## src/rtl/vid_timing_pkg.sv

```systemverilog
// Shared video timing types and per-mode sizes.
// Used by both the timing generator and the detector.
package vid_timing_pkg;

  typedef enum logic [1:0] {
    RES_640  = 2'd0,
    RES_1080 = 2'd1,
    RES_720  = 2'd2,
    RES_UNK  = 2'd3
  } res_e;

  typedef enum logic {
    ST_UNLOCKED = 1'b0,
    ST_LOCKED   = 1'b1
  } lock_state_e;

  localparam int H_ACT_640  = 640;
  localparam int V_ACT_640  = 480;
  localparam int H_TOT_640  = 800;
  localparam int V_TOT_640  = 525;

  localparam int H_ACT_1080 = 1920;
  localparam int V_ACT_1080 = 1080;
  localparam int H_TOT_1080 = 2200;
  localparam int V_TOT_1080 = 1125;

  localparam int H_ACT_720  = 1280;
  localparam int V_ACT_720  = 720;
  localparam int H_TOT_720  = 1650;
  localparam int V_TOT_720  = 750;

endpackage

```

## src/rtl/vid_span_ctr.sv

```systemverilog
// Saturating span counter; held captures the count
// including the current cycle's increment.
module vid_span_ctr #(
  parameter int W = 12
) (
  input  logic         clk_pix,
  input  logic         rst_pix_n,
  input  logic         clr,
  input  logic         inc,
  input  logic         lat,
  output logic [W-1:0] cnt,
  output logic [W-1:0] held
);

  localparam logic [W-1:0] MAX = '1;

  logic [W-1:0] nxt;

  assign nxt = (inc && cnt != MAX) ? cnt + 1'b1 : cnt;

  always_ff @(posedge clk_pix or negedge rst_pix_n) begin
    if (!rst_pix_n) begin
      cnt  <= '0;
      held <= '0;
    end else begin
      if (lat) held <= nxt;
      cnt <= clr ? '0 : nxt;
    end
  end

endmodule

```

## src/rtl/vid_timing_det.sv

```systemverilog
// Incoming video timing detector: coordinates,
// size measurement, lock tracking and mode code.
module vid_timing_det
  import vid_timing_pkg::*;
#(
  parameter int W           = 12,
  parameter int LOCK_FRAMES = 3,
  parameter int WDOG_CYCLES = 4095
) (
  input  logic         clk_pix,
  input  logic         rst_pix_n,
  input  logic         hsync_i,
  input  logic         vsync_i,
  input  logic         de_i,
  output logic         de_o,
  output logic [W-1:0] sx,
  output logic [W-1:0] sy,
  output logic [W-1:0] h_act,
  output logic [W-1:0] v_act,
  output logic [W-1:0] h_tot,
  output logic [W-1:0] v_tot,
  output logic         frame_done,
  output logic         locked,
  output logic [1:0]   res,
  output logic         res_valid,
  output logic         timing_err
);

  localparam int CW = $clog2(LOCK_FRAMES + 1);

  logic hsync_q, vsync_q, de_q, frame_start;
  logic hs_fall, vs_fall, de_rise, de_fall;

  assign hs_fall = hsync_q & ~hsync_i;
  assign vs_fall = vsync_q & ~vsync_i;
  assign de_rise = ~de_q & de_i;
  assign de_fall = de_q & ~de_i;
  assign de_o    = de_q;

  always_ff @(posedge clk_pix or negedge rst_pix_n) begin
    if (!rst_pix_n) begin
      hsync_q     <= 1'b1;
      vsync_q     <= 1'b1;
      de_q        <= 1'b0;
      frame_start <= 1'b1;
      sx          <= '0;
      sy          <= '0;
    end else begin
      hsync_q <= hsync_i;
      vsync_q <= vsync_i;
      de_q    <= de_i;
      if (de_rise) begin
        sx <= '0;
        sy <= frame_start ? '0 : sy + 1'b1;
      end else if (de_i) begin
        sx <= sx + 1'b1;
      end
      if (vs_fall)      frame_start <= 1'b1;
      else if (de_rise) frame_start <= 1'b0;
    end
  end

  logic [W-1:0] hcyc_cnt, hcyc_lat;
  logic [W-1:0] hact_cnt, hact_lat;
  logic [W-1:0] lines_cnt, vlines_cnt;

  vid_span_ctr #(.W(W)) u_hcyc (
    .clk_pix   (clk_pix),
    .rst_pix_n (rst_pix_n),
    .clr       (hs_fall),
    .inc       (1'b1),
    .lat       (hs_fall),
    .cnt       (hcyc_cnt),
    .held      (hcyc_lat)
  );

  vid_span_ctr #(.W(W)) u_hact (
    .clk_pix   (clk_pix),
    .rst_pix_n (rst_pix_n),
    .clr       (~de_i),
    .inc       (de_i),
    .lat       (de_fall),
    .cnt       (hact_cnt),
    .held      (hact_lat)
  );

  // held includes a coincident hs_fall before the clear
  vid_span_ctr #(.W(W)) u_lines (
    .clk_pix   (clk_pix),
    .rst_pix_n (rst_pix_n),
    .clr       (vs_fall),
    .inc       (hs_fall),
    .lat       (vs_fall),
    .cnt       (lines_cnt),
    .held      (v_tot)
  );

  vid_span_ctr #(.W(W)) u_vlines (
    .clk_pix   (clk_pix),
    .rst_pix_n (rst_pix_n),
    .clr       (vs_fall),
    .inc       (de_rise),
    .lat       (vs_fall),
    .cnt       (vlines_cnt),
    .held      (v_act)
  );

  logic unused_ok;
  assign unused_ok = ^{hact_cnt, lines_cnt, vlines_cnt};

  always_ff @(posedge clk_pix or negedge rst_pix_n) begin
    if (!rst_pix_n) begin
      h_tot      <= '0;
      h_act      <= '0;
      frame_done <= 1'b0;
    end else begin
      frame_done <= vs_fall;
      if (vs_fall) begin
        h_tot <= hcyc_lat;
        h_act <= hact_lat;
      end
    end
  end

  logic [4*W-1:0] tup, prev_tup;
  logic           prev_ok, match, wdog;
  lock_state_e    state, state_nxt;
  logic [CW-1:0]  mcnt, mcnt_nxt;
  res_e           res_q, res_cls;

  assign tup   = {h_act, v_act, h_tot, v_tot};
  assign match = prev_ok && (tup == prev_tup);
  assign wdog  = ~hs_fall &&
                 (hcyc_cnt == W'(WDOG_CYCLES - 1));

  always_comb begin
    state_nxt = state;
    mcnt_nxt  = mcnt;
    if (wdog) begin
      state_nxt = ST_UNLOCKED;
      mcnt_nxt  = '0;
    end else if (frame_done) begin
      unique case (state)
        ST_UNLOCKED: begin
          if (match) begin
            mcnt_nxt = mcnt + 1'b1;
            if (mcnt_nxt == CW'(LOCK_FRAMES - 1))
              state_nxt = ST_LOCKED;
          end else begin
            mcnt_nxt = '0;
          end
        end
        ST_LOCKED: begin
          if (!match) begin
            state_nxt = ST_UNLOCKED;
            mcnt_nxt  = '0;
          end
        end
        default: ;
      endcase
    end
  end

  always_comb begin
    res_cls = RES_UNK;
    unique case (1'b1)
      (h_act == W'(H_ACT_640)  && v_act == W'(V_ACT_640) &&
       h_tot == W'(H_TOT_640)  && v_tot == W'(V_TOT_640)):
        res_cls = RES_640;
      (h_act == W'(H_ACT_1080) && v_act == W'(V_ACT_1080) &&
       h_tot == W'(H_TOT_1080) && v_tot == W'(V_TOT_1080)):
        res_cls = RES_1080;
      (h_act == W'(H_ACT_720)  && v_act == W'(V_ACT_720) &&
       h_tot == W'(H_TOT_720)  && v_tot == W'(V_TOT_720)):
        res_cls = RES_720;
      default:
        res_cls = RES_UNK;
    endcase
  end

  always_ff @(posedge clk_pix or negedge rst_pix_n) begin
    if (!rst_pix_n) begin
      state      <= ST_UNLOCKED;
      mcnt       <= '0;
      prev_tup   <= '0;
      prev_ok    <= 1'b0;
      timing_err <= 1'b0;
      res_q      <= RES_UNK;
    end else begin
      state      <= state_nxt;
      mcnt       <= mcnt_nxt;
      timing_err <= (state == ST_LOCKED) &&
                    (state_nxt == ST_UNLOCKED);
      if (frame_done) begin
        prev_tup <= tup;
        prev_ok  <= 1'b1;
      end
      if (state_nxt != ST_LOCKED) res_q <= RES_UNK;
      else if (frame_done)        res_q <= res_cls;
    end
  end

  assign locked    = (state == ST_LOCKED);
  assign res       = res_q;
  assign res_valid = locked && (res_q != RES_UNK);

endmodule
```

## config.mk

```make
export PLATFORM = sky130hd
export DESIGN_NAME = vid_timing_det
export DESIGN_NICKNAME = d
export VERILOG_FILES = /design/src/rtl/vid_timing_pkg.sv /design/src/rtl/vid_span_ctr.sv /design/src/rtl/vid_timing_det.sv
export SDC_FILE = /design/constraint.sdc
export NUM_CORES = 1
export LEC_CHECK = 0
export ABC_AREA = 1
export CORE_MARGIN = 3
export CORE_UTILIZATION = 38
export CTS_BUF_LIST = sky130_fd_sc_hd__clkbuf_8
export CTS_CLUSTER_SIZE = 30
export DETAILED_ROUTE_END_ITERATION = 10
export PLACE_DENSITY_LB_ADDON = 0.08
export REMOVE_ABC_BUFFERS = 1
export SLEW_MARGIN = 40
export SYNTH_ARGS = -nofsm -noshare
export SYNTH_HDL_FRONTEND = slang
export SYNTH_HIERARCHICAL = 1
export SYNTH_SLANG_ARGS = --single-unit
```

## constraint.sdc

```tcl
create_clock -name clk_pix -period 3.9 [get_ports clk_pix]
set_input_delay 0.78 -clock clk_pix [delete_from_list [all_inputs] [get_ports clk_pix]]
set_output_delay 0.78 -clock clk_pix [all_outputs]
set_load 0.02 [all_outputs]
```

==> impl_metrics.py <==
metrics = {
    "placed_design": {
        "dpl.hpwl_um": 19100,
        "place_worst_setup_slack_ns": 0.985,
        "place.gp.congestion": 0.801,
        "numPortBuffers": 83,
        "placed_cell_area_um2": 11900,
        "place_inst": 1863,
    },
    "floorplan": {
        "ios": 84,
        "core-area_um2": 27900,
        "initial_core_util_pct": 38.7,
        "die-width_um": 174,
        "die_y_um": 174,
        "die_area_um2": 30400,
        "rows": 61,
    },
    "global_routing": {
        "grt_pass1_vias": 8728,
        "grt_max_degree": 81,
        "grt_remaining_overflow": 0,
        "grt_pass1_wl_um": 45200,
        "antenna_found_initial": 0,
        "grt.total_usage_pct": 18.1,
    },
    "timing": {
        "relSlewSlack_pct": 47.3,
        "post-route-period-util_pct": 64.1,
        "hold_viol": 0,
        "timing.final.ws_setup_ns": 1.40,
        "fin_skew_ns": 0.0154,
        "rsz0062_at_grt": "false",
        "finalSetupViolCount": 0,
        "worst_pin_slew_ns": 0.788,
        "fin_crit_ns": 2.50,
        "report.final.slew_viol_count": 0,
        "fmax_ghz": 0.400,
    },
    "final_layout": {
        "fill_cells": 2880,
        "multi_input_area_um2": 4790,
        "layout-drive-gt1-share_pct": 10.5,
        "syn_to_final_growth_pct": 18.8,
        "final-seq-area_um2": 5110,
        "final_net_count": 1539,
        "design_area_um2": 12800,
        "n_antenna_cell": 0,
        "finalNonFillerCells": 1934,
    },
    "pwr": {
        "power_mw": 5.17,
        "leakagePower_nw": 6.11,
        "p_per_area_nw_per_um2": 404,
        "vdd_drop_max_mv": 0.350,
    },
    "clock_tree": {
        "cts.path.max_buffers": 3,
        "post_cts_buffers": 0,
        "cts_resized": 0,
        "h-tree-depth": 2,
        "cts_buffers": 40,
        "cts_num_sinks": 204,
        "cts.clk_slew.worst_paths_ns": 0.06,
        "holdBufCountCts": 0,
        "insertion_delay_ns": 0.52,
        "cts_root_buf": "clkbuf_8",
        "cts_tree": "done",
    },
    "setup_path": {
        "reg2reg_depth": 6,
        "r2r-start": "hsync_q",
        "critPathTopFamily": "buffers and inverters",
        "cp_max_fo": 4,
        "worstPathCellList": "inv_1 -> a21oi_1 -> clkdlybuf4s50_1",
        "arrival_ns": 1.72,
        "required_ns": 3.12,
        "setup.worst_path.start_class": "flip-flop",
        "r2r-end": "u_hcyc/held[10]",
        "endpoint_kind": "primary output",
        "cpPeakStageDelay_ns": 0.61,
        "worst-setup-path-type": "reg2out",
        "crit_slowest_cell": "clkdlybuf4s50_1",
        "crit_buf_inv": 2,
        "reg2reg_slack_ns": 1.81,
    },
    "flow_run": {
        "max_cap_viol_count": 0,
    },
    "route": {
        "wirelength_um": 27000,
        "via_per_inst": 4.67,
        "vias": 9035,
        "drtIter0Drc": 654,
        "first_pass_iters": 5,
        "drc": 0,
        "wl_per_cell_um": 14.0,
        "detail-route-antenna-nets": 0,
    },
    "synth": {
        "synth_edf_count": 0,
        "yosysUniqueCellTypes": 40,
        "yosys.cell_count.top_type": "nand2_1",
        "synth_common_cells": "nand2_1, dfrtp_1, inv_1",
        "yosysSeqAreaShare_pct": 47.5,
        "synthTopCellsByArea": "dfrtp_1, nand2_1, inv_1",
        "synth_top_area_share_pct": 46.2,
        "synth-main-ff-cell": "dfrtp_1",
        "ys_warn_count": 6,
        "syn_area_per_cell_um2": 7.53,
        "yosys.area.top_type": "dfrtp_1",
        "synthCells": 1430,
        "async_reset_ff_share_pct": 100,
        "synth_area_um2": 10800,
        "synth_seq_cells": 204,
    },
    "min_path": {
        "hold_class": "in2async",
    },
    "status": {
        "status": "finished, final reports clean",
    },
}
[final cells by class]
cell class / count / area share, %
tap: 378 / 3.70
sequential: 204 / 40.0
multi-input combinational: 1016 / 37.4
clock inverter: 21 / 1.29
timing repair buffer: 93 / 7.22
inverter: 172 / 5.05
clock buffer: 50 / 5.38
[worst max-delay path by stage]
stage	startpoint	to	cells past startpoint
2_1_floorplan	vsync_i	u_lines/held[10]	3
3_3_place_gp	de_i	u_hact/held[10]	5
3_5_place_dp	de_i	u_hact/held[10]	5
4_1_cts	locked	res_valid	3
5_1_grt	locked	res_valid	3
6_report	locked	res_valid	3
[routing by layer]
| metal | GRT usage, % | vias up | wire [µm] |
|---|---|---|---|
| li1 | - | 4672 | - |
| met1 | 26.6 | 4161 | 13700 |
| met2 | 27.5 | 156 | 11700 |
| met3 | 3.04 | 46 | 1090 |
| met4 | 4.89 | 0 | 530 |
| met5 | 0 | - | 0 |
[worst register-to-register path, cell delays in order (launching register included)]
cell     delay [ns]
dfstp_2        0.51
inv_1          0.04
nor2_2         0.57
buf_4          0.38
inv_1          0.25
nand2_1        0.10
o21ai_0        0.08
[sequential cells by signal, indices dropped and copies added, names as in the netlist]
signal	flops
hsync_q	1
mcnt	2
u_lines/cnt	12
sy	12
u_vlines/held	12
sx	12
u_hcyc/held	12
res	2
u_lines/held	12
frame_done	1
frame_start	1
de_o	1
u_hact/cnt	12
u_vlines/cnt	12
h_act	12
timing_err	1
h_tot	12
u_hact/held	12
u_hcyc/cnt	12
prev_ok	1
vsync_q	1
locked	1
prev_tup	48
[report_power, final]
| part | leakage, nW | switching (mW) | internal [mW] |
|---|---|---|---|
| Clock | 0.489 | 0.936 | 1.35 |
| Combinational | 2.85 | 0.365 | 0.198 |
| Sequential | 2.77 | 0.106 | 2.21 |
| Total | 6.11 | 1.41 | 3.76 |
[through the flow]
step           utilization (%)  hold slack [ns]  TNS (ns)
3_5_place_dp              42.9            0.456         0
2_1_floorplan                -            0.440    -19.21
5_1_grt                   45.9            0.271         0
6_report                  45.9            0.253         0
3_3_place_gp              42.9            0.453         0
4_1_cts                   45.9            0.253         0
[cells by family after synthesis]
kind of cell,after synthesis,share of synthesized area [%]
flip-flops,204,47.5
buffers and inverters,210,8.20
AND/OR/NAND/NOR,849,35.3
other,1,0.0348
XOR/XNOR,14,1.14
AO/OA/AOI/OAI,145,7.04
adder cells (fa/ha/maj),7,0.813
[layout by cell type (no fill, tap or decap), types with 4 or more instances in the layout]
master / Yosys / routed
nand2_1: 527 / 527
dfrtp_1: 199 / 198
inv_1: 164 / 175
nor2_1: 138 / 136
o21ai_0: 98 / 98
clkdlybuf4s50_1: 0 / 82
nand3_1: 73 / 73
clkbuf_8: 5 / 50
a21oi_1: 32 / 32
nand3_2: 29 / 29
nand4_1: 17 / 17
nand2_2: 11 / 11
nor2_2: 8 / 9
nor3_1: 9 / 9
buf_4: 0 / 9
inv_2: 7 / 8
o22ai_1: 7 / 7
xor2_1: 7 / 7
xnor2_1: 7 / 7
nor2_4: 6 / 7
or2_2: 7 / 7
ha_1: 7 / 7
clkinv_2: 0 / 6
nor3b_1: 5 / 5
nand3b_1: 5 / 5
dfstp_2: 5 / 5
nand3_4: 4 / 4
nand3b_2: 4 / 4
Power figures use the tool's default switching activity.
